File: src/rtl/seq_div_sub_if.sv
// Start/busy/done handshake bundle for the sequential divider.
// The master side issues requests; the slave side (the divider) returns results.
interface seq_div_sub_if #(
    parameter int WIDTH = 4
);
    logic             start;
    logic [WIDTH-1:0] dividend;
    logic [WIDTH-1:0] divisor;
    logic             busy;
    logic             done;
    logic [WIDTH-1:0] quotient;
    logic [WIDTH-1:0] remainder;
    logic             div_by_zero;

    modport master (
        output start, dividend, divisor,
        input  busy, done, quotient, remainder, div_by_zero
    );

    modport slave (
        input  start, dividend, divisor,
        output busy, done, quotient, remainder, div_by_zero
    );
endinterface

File: src/rtl/seq_div_sub.sv
// Multi-cycle unsigned restoring divider, one quotient bit per cycle, MSB first.
// Each trial subtraction is done as P' + ~D + 1; carry-out high means P' >= D.
module seq_div_sub #(
    parameter int WIDTH = 4
) (
    input  logic         clk,
    input  logic         rst,
    seq_div_sub_if.slave bus
);
    localparam int CW = $clog2(WIDTH + 1);

    typedef enum logic [1:0] {IDLE, RUN, DONE} state_t;

    state_t           state;
    logic [CW-1:0]    cnt;
    logic [WIDTH-1:0] dvd;
    logic [WIDTH-1:0] dvs;
    logic [WIDTH:0]   p;
    logic [WIDTH-1:0] q;

    logic             busy_r, done_r, dbz_r;
    logic [WIDTH-1:0] quo_r, rem_r;

    logic [WIDTH:0]   p_sh;
    logic [WIDTH+1:0] sum;
    logic             cout;
    logic [WIDTH:0]   p_nxt;
    logic [WIDTH-1:0] q_nxt;

    // Trial subtraction, one bit wider than P so the carry-out is the no-borrow flag
    always_comb begin
        p_sh  = {p[WIDTH-1:0], dvd[WIDTH-1]};
        sum   = {1'b0, p_sh} + {1'b0, ~{1'b0, dvs}} + (WIDTH+2)'(1);
        cout  = sum[WIDTH+1];
        p_nxt = cout ? sum[WIDTH:0] : p_sh;
        q_nxt = {q[WIDTH-2:0], cout};
    end

    always_ff @(posedge clk) begin
        if (rst) begin
            state  <= IDLE;
            cnt    <= '0;
            dvd    <= '0;
            dvs    <= '0;
            p      <= '0;
            q      <= '0;
            busy_r <= 1'b0;
            done_r <= 1'b0;
            dbz_r  <= 1'b0;
            quo_r  <= '0;
            rem_r  <= '0;
        end else begin
            case (state)
                // DONE accepts a new request exactly like IDLE
                IDLE, DONE: begin
                    done_r <= 1'b0;
                    state  <= IDLE;
                    if (bus.start) begin
                        if (bus.divisor == '0) begin
                            state  <= DONE;
                            done_r <= 1'b1;
                            quo_r  <= '1;
                            rem_r  <= bus.dividend;
                            dbz_r  <= 1'b1;
                        end else begin
                            state  <= RUN;
                            busy_r <= 1'b1;
                            dvd    <= bus.dividend;
                            dvs    <= bus.divisor;
                            p      <= '0;
                            q      <= '0;
                            cnt    <= CW'(WIDTH);
                        end
                    end
                end
                RUN: begin
                    p   <= p_nxt;
                    q   <= q_nxt;
                    dvd <= dvd << 1;
                    cnt <= cnt - CW'(1);
                    if (cnt == CW'(1)) begin
                        state  <= DONE;
                        busy_r <= 1'b0;
                        done_r <= 1'b1;
                        quo_r  <= q_nxt;
                        rem_r  <= p_nxt[WIDTH-1:0];
                        dbz_r  <= 1'b0;
                    end
                end
                default: state <= IDLE;
            endcase
        end
    end

    assign bus.busy        = busy_r;
    assign bus.done        = done_r;
    assign bus.quotient    = quo_r;
    assign bus.remainder   = rem_r;
    assign bus.div_by_zero = dbz_r;
endmodule

File: src/flat_wrapper.sv
// flat-port wrapper written by rule: the top's interface ports become plain ports
module seq_div_sub_flat 
#(
    parameter int WIDTH = 4
)
  (clk, rst, bus_start, bus_dividend, bus_divisor, bus_busy, bus_done, bus_quotient, bus_remainder, bus_div_by_zero);
  seq_div_sub_if #(.WIDTH(WIDTH)) bus_i ();
  input  logic clk;
  input  logic rst;
  input wire logic [$bits(bus_i.start)-1:0] bus_start;
  input wire logic [$bits(bus_i.dividend)-1:0] bus_dividend;
  input wire logic [$bits(bus_i.divisor)-1:0] bus_divisor;
  output wire logic [$bits(bus_i.busy)-1:0] bus_busy;
  output wire logic [$bits(bus_i.done)-1:0] bus_done;
  output wire logic [$bits(bus_i.quotient)-1:0] bus_quotient;
  output wire logic [$bits(bus_i.remainder)-1:0] bus_remainder;
  output wire logic [$bits(bus_i.div_by_zero)-1:0] bus_div_by_zero;
  assign bus_i.start = bus_start;
  assign bus_i.dividend = bus_dividend;
  assign bus_i.divisor = bus_divisor;
  assign bus_busy = bus_i.busy;
  assign bus_done = bus_i.done;
  assign bus_quotient = bus_i.quotient;
  assign bus_remainder = bus_i.remainder;
  assign bus_div_by_zero = bus_i.div_by_zero;
  seq_div_sub #(.WIDTH(WIDTH)) u_core (.clk(clk), .rst(rst), .bus(bus_i));
endmodule
File: config.mk
export PLATFORM = sky130hd
export DESIGN_NAME = seq_div_sub_flat
export DESIGN_NICKNAME = d
export VERILOG_FILES = /design/src/rtl/seq_div_sub_if.sv /design/src/rtl/seq_div_sub.sv /design/src/flat_wrapper.sv
export SDC_FILE = /design/constraint.sdc
export NUM_CORES = 1
export LEC_CHECK = 0
export ABC_AREA = 1
export CORE_UTILIZATION = 30
export DETAILED_ROUTE_END_ITERATION = 6
export SETUP_SLACK_MARGIN = 0.02
export SYNTH_ARGS = -nofsm -noshare
export SYNTH_HDL_FRONTEND = slang
export SYNTH_SLANG_ARGS = --single-unit
File: constraint.sdc
create_clock -name clk -period 2.4 [get_ports clk]
set_input_delay 0.6 -clock clk [delete_from_list [all_inputs] [get_ports clk]]
set_output_delay 0.6 -clock clk [all_outputs]
set_load 0.02 [all_outputs]
# Yosys cells after proc, flatten, opt, wreduce, memory -nomap -nowiden
# Cells that the tools add are included.
[op_classes] n_addsub=3 n_eq_ne=7 mux=36 bitwise_logic=2 n_reduce_logical=9
[ops] op="4-bit two-way mux" n=11
[ops] op="4-bit one-hot mux with 2 select lines" n=4
[ops] op="3-bit two-way mux" n=4
[ops] op="3-bit one-hot mux with 2 select lines" n=2
[ops] op="1-bit two-way mux" n=8
[ops] op="4-bit AND reduction" n=2
[ops] op="5-bit by 5-bit adder with 6-bit output" n=1
[ops] op="6-bit by 1-bit adder with 6-bit output, second input constant" n=1
[ops] op="2-bit two-way mux" n=3
[ops] op="1-bit one-hot mux with 2 select lines" n=3
[ops] op="3-bit AND reduction" n=2
[ops] op="4-bit NOT with 5-bit output" n=1
[ops] op="4-bit zero test" n=1
[ops] op="2-bit by 1-bit != test with 1-bit output, second input constant" n=2
[ops] op="2-bit != test, second input constant" n=2
[ops] op="2-bit one-hot mux with 2 select lines" n=1
[ops] op="3-bit by 1-bit equality test with 1-bit output, second input constant" n=1
[ops] op="3-bit by 1-bit subtractor with 3-bit output, second input constant" n=1
[ops] op="2-bit by 1-bit equality test with 1-bit output, second input constant" n=1
[ops] op="2-bit equality test, second input constant" n=1
[ops] op="2-bit zero test" n=1
[ops] op="2-bit AND reduction" n=1
[ops] op="2-bit nonzero test" n=1
[ops] op="2-bit OR reduction" n=1
[ops] op="1-bit NOT" n=1
[totals] register_bits=31 in_bits=11

# Logic depth before layout (Yosys ltp)
# Gate-level depths: netlist of run 1.
[depth] word_depth=6 mapped_depth=11 ltp_nobuf=11

# Worst setup path before layout of run 1
# No wires, ideal clock.
[synth_path] path_type="input-to-reg" start="in bus_divisor[2]" end="reg u_core.p[1]" setup_ns=0.110 arrival_ns=1.315 path_slack_ns=0.975 path_stages=10 path_cell_list="nor2_1 -> nand2_1 -> nand3_1 -> nand2_2 -> inv_1 -> buf_4 -> nand2_1 -> nand3_1 -> nand2_1 -> inv_1"
[synth_via] elab_chain_len=3
[synth_lines] item="start: declaration" line="flat_wrapper.sv:12" rtl="input wire logic [$bits(bus_i.divisor)-1:0] bus_divisor;"
[synth_lines] item="4-bit zero test" line="seq_div_sub.sv:59" rtl="if (bus.divisor == '0) begin"
[synth_lines] item="2-bit != test (no source line)"
[synth_lines] item="3-bit AND reduction (no source line)"
[synth_lines] item="end signal: assignment" line="seq_div_sub.sv:77" rtl="p <= p_nxt;"
[synth_lines] item="end: declaration" line="seq_div_sub.sv:18" rtl="logic [WIDTH:0] p;"
# Every way passes these cells.
# A chain may end at the register's enable or synchronous reset.

# Worst setup path in the final report of run 1
[layout_path] start="reg u_core.quo_r[1] (netlist: u_core.bus.quotient[1])" end="out bus_quotient[1]"
[layout_lines] item="start: declaration" line="seq_div_sub.sv:22" rtl="logic [WIDTH-1:0] quo_r, rem_r;"
[layout_lines] item="start signal: assignment" line="seq_div_sub.sv:85" rtl="quo_r <= q_nxt;"
[layout_lines] item="end: declaration" line="flat_wrapper.sv:15" rtl="output wire logic [$bits(bus_i.quotient)-1:0] bus_quotient;"
# No word-level cell between the ends.

==> results of run 1 <==
-- Yosys cell counts, drive strengths merged --
cell,number
a22oi,2
o21ai,10
dfxtp,31
fa,1
o22ai,1
nor2,19
nand4,5
xor2,1
and2,1
a21oi,19
ha,6
clkbuf,4
nand2,50
buf,4
nand3,16
inv,37
a31oi,1
-- cell families (layout without fill, tap and decap cells) --
| group | count (synthesis) | count (layout) |
|---|---|---|
| and+or+nand+nor | 91 | 91 |
| buffers and inverters | 45 | 69 |
| AOI/OAI and AO/OA | 33 | 33 |
| DFF | 31 | 31 |
| adders and majority gates | 7 | 7 |
| xor gates and xnor gates | 1 | 1 |
-- final cells by class --
cell class / count / area [sq um]
Clock buffer: 7 / 76.3
Tap cell: 67 / 83.8
Fill cell: 505 / 2930
Timing Repair Buffer: 24 / 233
Clock inverter: 1 / 5.00
Multi-Input combinational cell: 132 / 699
Sequential cell: 31 / 621
Inverter: 37 / 139
-- through the flow --
step | instances | hold slack (ps) | utilization | area (sq um)
detailed placement | 291 | 444 | 0.371 | 1780
finish | 299 | 450 | 0.388 | 1860
floorplan | 208 | 428 | - | 1510
global placement | 291 | 445 | 0.371 | 1780
global route | 299 | 477 | 0.388 | 1860
CTS | 299 | 454 | 0.388 | 1860
-- sequential cells by signal, summed over array words and instances (netlist names) --
register / flops
u_core.dvs: 4
u_core.bus.quotient: 4
u_core.state: 2
u_core.bus.remainder: 4
u_core.dvd: 4
u_core.q: 3
u_core.p: 4
u_core.cnt: 3
u_core.bus.busy: 1
u_core.bus.div_by_zero: 1
u_core.bus.done: 1
-- layer usage --
layer	vias up	track usage	wire, um
met5	-	0	0
met4	0	0.0719	87
met3	8	0.0428	162
met2	30	0.236	1560
met1	605	0.166	1490
li1	697	-	-
-- worst paths after layout --
check	end	slack, ps	start
setup / recovery	bus_quotient[1]	570	u_core.bus.quotient[1]
hold / removal	u_core.dvs[0]	450	u_core.dvs[0]
setup reg to reg	u_core.p[2]	620	u_core.state[0]
hold reg to reg	u_core.dvs[0]	450	u_core.dvs[0]
-- power by group --
part / internal [mW] / total (mW) / switching [mW]
Sequential: 0.555 / 0.578 / 0.0223
Combinational: 0.110 / 0.282 / 0.172
Clock: 0.203 / 0.400 / 0.196
-- placed cells by master, fill, tap and decap left out --
| cell type | synthesis | routed |
|---|---|---|
| clkdlybuf4s50_1 | 0 | 21 |
| nand4_1 | 5 | 5 |
| nor2_2 | 2 | 2 |
| clkbuf_8 | 0 | 5 |
| nor2_1 | 16 | 16 |
| nand3_1 | 15 | 15 |
| ha_1 | 6 | 6 |
| inv_2 | 1 | 1 |
| nor2_4 | 1 | 1 |
| nand2_2 | 1 | 1 |
| a21oi_2 | 1 | 1 |
| a21oi_1 | 18 | 18 |
| fa_1 | 1 | 1 |
| xor2_1 | 1 | 1 |
| nand2_4 | 2 | 2 |
| nand2_1 | 47 | 47 |
| o21ai_0 | 10 | 10 |
| dfxtp_1 | 31 | 31 |
| o22ai_1 | 1 | 1 |
| clkinv_2 | 0 | 1 |
| buf_4 | 1 | 3 |
| and2_1 | 1 | 1 |
| nand3_4 | 1 | 1 |
| a31oi_1 | 1 | 1 |
| a22oi_1 | 2 | 2 |
| inv_1 | 36 | 36 |
| clkbuf_1 | 4 | 2 |
==> results_dict.tcl, run 1 <==
set metrics [dict create \
    outcome "complete, no violations" \
    clock_skew_ps 5.69 \
    timing.critical_path.cells "clkdlybuf4s50_1" \
    yosys_warnings 0 \
    initial_antenna_violation_count 0 \
    io_pins 22 \
    detailroute.via_count 1340 \
    die_area_sq_mm 0.00532 \
    worst_skew_pair.late_latency_ps 280 \
    route.final.wire_length_um 3300 \
    unrepaired_setup_endpoints_after_global_routing "false" \
    worst_slew_slack_as_a_fraction_of_its_limit 0.756 \
    hold_buffers 0 \
    synth_fa_ha_area_frac 0.0630 \
    syn_avg_cell_area_sq_um 7.25 \
    wl_per_cell_um 11.0 \
    gp_congestion 0.783 \
    rows 25 \
    critPathMaxFanout 2 \
    synth_nets 226 \
    post-route-period-util 0.761 \
    synth.cell_area_sq_mm 0.00151 \
    critical_path_cell_count 1 \
    clk_path_buf_depth 2 \
    worstPathArrival_ps 1230 \
    netlist.area_leader.share 0.411 \
    synth_top_family_by_area "simple AND/OR/NAND/NOR gates" \
    fin_total_pwr_mw 1.26 \
    grt_start_max_net_pins 19 \
    total_global_routing_track_utilization 0.142 \
    die_height_um 72.9 \
    share_of_layout_cells_above_drive_strength_1 0.0776 \
    finalWorstPathRequiredPeriod_ps 1830 \
    dp_hpwl_um 2460 \
    critPathSlowestCell "clkdlybuf4s50_1" \
    number_of_register_bits_inferred_by_synthesis 31 \
    critPathKind "flop to output pin" \
    min_delay_path_depth 2 \
    grt_pass1_vias 1228 \
    place.port_buffers 21 \
    ff2ff_path_depth 9 \
    critical_path.top_delay_family "buffers and inverters" \
    powerDensity_mw_per_mm2 678 \
    overflow 0 \
    timing.setup.tns_ps 0 \
    max_freq_mhz 547 \
    max-cap-violations 0 \
    worst-slew-pin-transition_ps 365 \
    drt_drc_violations_left 0 \
    synth.yosys.seq_area_share 0.411 \
    area_overhead_of_the_layout_relative_to_synthesis_pct 23.1 \
    post_cts.repair.setup_buffers 0 \
    clock_tree.root_cell "clkbuf_8" \
    worst_setup_path_start_kind "flop" \
    clkSinkCount 31 \
    yosys-top-cells-area "dfxtp_1, nand2_1, inv_1, a21oi_1, ha_1" \
    post_synthesis_mux_area_share 0 \
    yosysUniqueCellTypes 26 \
    final_max_slew_viol_count 0 \
    floorplan.core_area_sq_mm 0.00479 \
    cp_data_required_time_ps 1800 \
    endpoint_kind "output pin" \
    synthXorXnorAreaFrac 0.00580 \
    level_count_of_the_clock_h_tree 2 \
    grt_first_pass_wirelength_um 5560 \
    synth-compound-area-share 0.117 \
    clk_pin_slew_worst_paths_ps 70 \
    avgViaCountPerCell 4.48 \
    die_w_um 72.9 \
    max-vdd-ir-drop_uv 265 \
    cts.repair.resized 0 \
    antenna_left 0 \
    drt_pre_antenna_iters 4 \
    cp_slowest_stage_delay_ps 600 \
    diodes 0 \
    final_count_of_hold_timing_violations 0 \
    synthCells 208 \
    detail_route.iter0.violations 81 \
    worstPathBufferInverterCount 1 \
    tritoncts "yes" \
    initial_core_util 0.315 \
    yosysTopAreaCell "dfxtp_1" \
    hold_crit_path_type "flop to flop" \
    cellLeakagePower_nw 0.866 \
    timing.final.ws_setup_ps 573 \
    yosys.area_share.simple 0.278 \
    finalNetCount 249 \
    timing.final.setup_violations 0 \
    dp_worst_setup_slack_ps 301 \
    numCtsBuffers 5 \
]
No activity file was read; power rests on OpenSTA's default activity.
==> run 2, diff against run 1 <==
==> constraint.sdc (replaced) <==
create_clock -name clk -period 1.7 [get_ports clk]
set_input_delay 0.425 -clock clk [delete_from_list [all_inputs] [get_ports clk]]
set_output_delay 0.425 -clock clk [all_outputs]
set_load 0.02 [all_outputs]
==> run 2 against run 1 <==
  * Clock skew is 3.0 ps higher
  * Worst setup slack worse by 520 ps
  * Largest power group unchanged
  * Cell count is 2.3% higher
==> results_dict.tcl, run 2 (synthesis gave the netlist of run 1 again) <==
set metrics [dict create \
    outcome "complete, no violations" \
    worstPathArrival_ps 1220 \
    clock_skew_ps 8.73 \
    place.port_buffers 21 \
    clkSinkCount 31 \
    dp_hpwl_um 2490 \
    route.final.wire_length_um 3300 \
    ff2ff_path_depth 7 \
    rows 25 \
    detailroute.via_count 1344 \
    dp_worst_setup_slack_ps -163 \
    final_count_of_hold_timing_violations 0 \
    initial_antenna_violation_count 0 \
    share_of_layout_cells_above_drive_strength_1 0.113 \
    post_cts.repair.setup_buffers 0 \
    final_max_slew_viol_count 0 \
    finalWorstPathRequiredPeriod_ps 1650 \
    level_count_of_the_clock_h_tree 2 \
    total_global_routing_track_utilization 0.139 \
    max-vdd-ir-drop_uv 394 \
    max-cap-violations 0 \
    cellLeakagePower_nw 1.04 \
    wl_per_cell_um 10.8 \
    die_area_sq_mm 0.00532 \
    avgViaCountPerCell 4.39 \
    worst_setup_path_start_kind "flop" \
    area_overhead_of_the_layout_relative_to_synthesis_pct 30.8 \
    worst-slew-pin-transition_ps 374 \
    worst_slew_slack_as_a_fraction_of_its_limit 0.751 \
    timing.final.setup_violations 0 \
    clk_pin_slew_worst_paths_ps 70 \
    detail_route.iter0.violations 70 \
    tritoncts "yes" \
    die_height_um 72.9 \
    max_freq_mhz 608 \
    io_pins 22 \
    worstPathBufferInverterCount 1 \
    grt_pass1_vias 1210 \
    worst_skew_pair.late_latency_ps 290 \
    final_common_cell "nand2_1" \
    antenna_left 0 \
    drt_drc_violations_left 0 \
    fillerInstances 520 \
    gp_congestion 0.834 \
    critPathMaxFanout 2 \
    clock_tree.root_cell "clkbuf_8" \
    hold_crit_path_type "flop to flop" \
    layout.cells.non_filler 306 \
    finish.utilization 0.413 \
    drt_pre_antenna_iters 4 \
    overflow 0 \
    multi_input_comb_area_sq_um 699 \
    place_inst 298 \
    cp_slowest_stage_delay_ps 600 \
    endpoint_kind "output pin" \
    critPathSlowestCell "clkdlybuf4s50_1" \
    fin_total_pwr_mw 2.00 \
    initial_core_util 0.315 \
    timing.critical_path.cells "clkdlybuf4s50_1" \
    min_delay_path_depth 2 \
    numCtsBuffers 5 \
    grt_start_max_net_pins 16 \
    ff_latch_area_sq_um 621 \
    powerDensity_mw_per_mm2 1010 \
    critical_path.top_delay_family "buffers and inverters" \
    layout.cells.most_common_list "nand2_1, inv_1, dfxtp_1" \
    finalNetCount 256 \
    timing.final.ws_setup_ps 54.4 \
    floorplan.core_area_sq_mm 0.00479 \
    cp_data_required_time_ps 1270 \
    diodes 0 \
    critPathKind "flop to output pin" \
    hold_ws_ps 446 \
    grt_first_pass_wirelength_um 5460 \
    clk_path_buf_depth 2 \
    critical_path_cell_count 1 \
    post-route-period-util 0.968 \
    die_w_um 72.9 \
    unrepaired_setup_endpoints_after_global_routing "true" \
]
run 2: power breakdown:
group	total (mW)	leakage, nW	internal (mW)	switching (mW)
sequential	0.814	0.254	0.784	0.0301
combinational	0.421	0.727	0.175	0.246
clock	0.767	0.0612	0.474	0.293
run 2: routing by layer:
layer	track usage	vias up	part of all wire
li1	-	712	-
met1	0.172	600	0.46
met2	0.214	23	0.47
met3	0.0442	9	0.046
met4	0.0763	0	0.026
met5	0	-	0
run 2: metrics by stage:
step                      setup TNS, ps  instance area, sq um
final                                 0                  1970
after global routing              -18.9                  1970
after CTS                             0                  1960
after detailed placement          -1620                  1840
after global placement            -1240                  1840
after floorplan                       0                  1510
run 2: path summary, 6_finish.rpt:
check | start | end | slack [ps]
setup / recovery | u_core.bus.remainder[3] | bus_remainder[3] | 50
hold / removal | u_core.bus.busy | u_core.bus.busy | 450
setup reg to reg | u_core.state[0] | u_core.cnt[0] | 190
hold reg to reg | u_core.bus.busy | u_core.bus.busy | 450
run 2: layout make-up:
cell class	instances	area share
Timing Repair Buffer	31	0.159
Sequential cell	31	0.314
Tap cell	67	0.0425
Inverter	37	0.0703
Clock inverter	2	0.0177
Multi-Input combinational cell	132	0.354
Clock buffer	6	0.0418
run 2: what timing repair did:
action / CTS / global route
cloned: 0 / 0
resized for setup: 1 / 7
setup endpoints to repair: 1 / 10
hold buffers: 0 / 0
==> run 3, diff against run 2 <==
--- a/config.mk
+++ b/config.mk
@@ -8,6 +8,8 @@
 export ABC_AREA = 1
 export CORE_UTILIZATION = 30
 export DETAILED_ROUTE_END_ITERATION = 6
+export GPL_ROUTABILITY_DRIVEN = 0
+export REMOVE_ABC_BUFFERS = 1
 export SETUP_SLACK_MARGIN = 0.02
 export SYNTH_ARGS = -nofsm -noshare
 export SYNTH_HDL_FRONTEND = slang
==> run 3 against run 2 <==
  * Cell area is 0.25% lower
  * Maximum frequency is 0.25% higher
  * Worst setup slack better by 4.2 ps
  * Register-to-register slack hardly changed
  * Sequential power hardly changed
  * Clock skew is 5.8 ps lower
  * Largest power group unchanged
==> results_dict.tcl, run 3 (synthesis gave the netlist of run 1 again) <==
set metrics [dict create \
    worst_skew_pair.late_latency_ps 280 \
    max-vdd-ir-drop_uv 475 \
    grt_pass1_vias 1186 \
    clock_skew_ps 2.95 \
    outcome "complete, no violations" \
    route.final.wire_length_um 3210 \
    hold_crit_path_type "flop to flop" \
    rows 25 \
    diodes 0 \
    clk_path_buf_depth 2 \
    worstPathArrival_ps 1220 \
    unrepaired_setup_endpoints_after_global_routing "false" \
    critPathKind "flop to output pin" \
    cp_slowest_stage_delay_ps 600 \
    die_w_um 72.9 \
    finalNetCount 259 \
    wl_per_cell_um 10.4 \
    grt_start_max_net_pins 17 \
    final_common_cell "nand2_1" \
    level_count_of_the_clock_h_tree 2 \
    dp_worst_setup_slack_ps -192 \
    fin_total_pwr_mw 1.90 \
    avgViaCountPerCell 4.41 \
    cp_data_required_time_ps 1270 \
    grt_first_pass_wirelength_um 5310 \
    multi_input_comb_area_sq_um 709 \
    fillerInstances 495 \
    worstPathBufferInverterCount 1 \
    total_global_routing_track_utilization 0.133 \
    place.port_buffers 21 \
    numCtsBuffers 5 \
    die_height_um 72.9 \
    overflow 0 \
    clock_tree.root_cell "clkbuf_8" \
    io_pins 22 \
    worst_setup_path_start_kind "flop" \
    critical_path.top_delay_family "buffers and inverters" \
    share_of_layout_cells_above_drive_strength_1 0.128 \
    floorplan.core_area_sq_mm 0.00479 \
    timing.final.ws_setup_ps 58.6 \
    detail_route.iter0.violations 93 \
    drt_drc_violations_left 0 \
    initial_core_util 0.315 \
    hold_ws_ps 448 \
    powerDensity_mw_per_mm2 964 \
    max_freq_mhz 609 \
    finish.utilization 0.412 \
    clk_pin_slew_worst_paths_ps 60 \
    endpoint_kind "output pin" \
    post-route-period-util 0.966 \
    worst_slew_slack_as_a_fraction_of_its_limit 0.741 \
    critPathSlowestCell "clkdlybuf4s50_1" \
    detailroute.via_count 1364 \
    antenna_left 0 \
    finalWorstPathRequiredPeriod_ps 1640 \
    cellLeakagePower_nw 0.951 \
    rrSetupSlack_ps 200 \
    clkSinkCount 31 \
    tritoncts "yes" \
    final_count_of_hold_timing_violations 0 \
    layout.cells.most_common_list "nand2_1, inv_1, dfxtp_1" \
    timing.critical_path.cells "clkdlybuf4s50_1" \
    critPathMaxFanout 2 \
    worst-slew-pin-transition_ps 388 \
    area_overhead_of_the_layout_relative_to_synthesis_pct 30.5 \
    dp_hpwl_um 2290 \
    max-cap-violations 0 \
    drt_pre_antenna_iters 4 \
    final_max_slew_viol_count 0 \
    timing.final.setup_violations 0 \
    ff_latch_area_sq_um 621 \
    initial_antenna_violation_count 0 \
    die_area_sq_mm 0.00532 \
]
run 3: changes by cell type in the layout (fill, tap and decap cells not counted), sizes merged, moves of 2 or more:
| cell | previous run | this run |
|---|---|---|
| clkinvlp | 0 | 2 |
| clkdlybuf4s50 | 13 | 19 |
| buf | 10 | 12 |
| dlymetal6s2s | 7 | 2 |
| clkbuf | 6 | 8 |
run 3: where the power goes:
part           switching, mW  total, mW  internal (mW)
clock                  0.273      0.642          0.369
sequential            0.0300      0.814          0.784
combinational          0.256      0.443          0.187
run 3: repair_timing:
| action | CTS | global route |
|---|---|---|
| endpoints found under the setup margin | 0 | 12 |
| buffers inserted | 0 | 2 |
| resized for setup | 0 | 6 |
| hold buffers | 0 | 0 |
run 3: layout make-up:
class                           count  area share
Clock buffer                        8      0.0508
Timing Repair Buffer               33       0.155
Sequential cell                    31       0.315
Timing Repair inverter              1     0.00381
Tap cell                           67      0.0426
Inverter                           37      0.0724
Multi-Input combinational cell    132       0.360
run 3: per-stage QoR:
stage / setup TNS, ps / std cells / cell area (sq um)
CTS: 0 / 306 / 1930
floorplan: 0 / 200 / 1460
finish: 0 / 309 / 1970
global placement: -1690 / 298 / 1830
detailed placement: -1760 / 298 / 1830
global route: 0 / 309 / 1970
run 3: path summary, 6_finish.rpt:
kind / endpoint / cells after the start / startpoint
setup / recovery: bus_quotient[2] / 1 / u_core.bus.quotient[2]
hold / removal: u_core.bus.busy / 2 / u_core.bus.busy
setup reg to reg: u_core.bus.remainder[2] / 8 / u_core.dvs[0]
hold reg to reg: u_core.bus.busy / 2 / u_core.bus.busy
run 3: metal layers:
layer / vias to the layer above / GRT usage / wire length [um]
li1: 720 / - / -
met1: 605 / 0.189 / 1710
met2: 34 / 0.189 / 1310
met3: 5 / 0.0373 / 157
met4: 0 / 0.0545 / 40
met5: - / 0 / 0
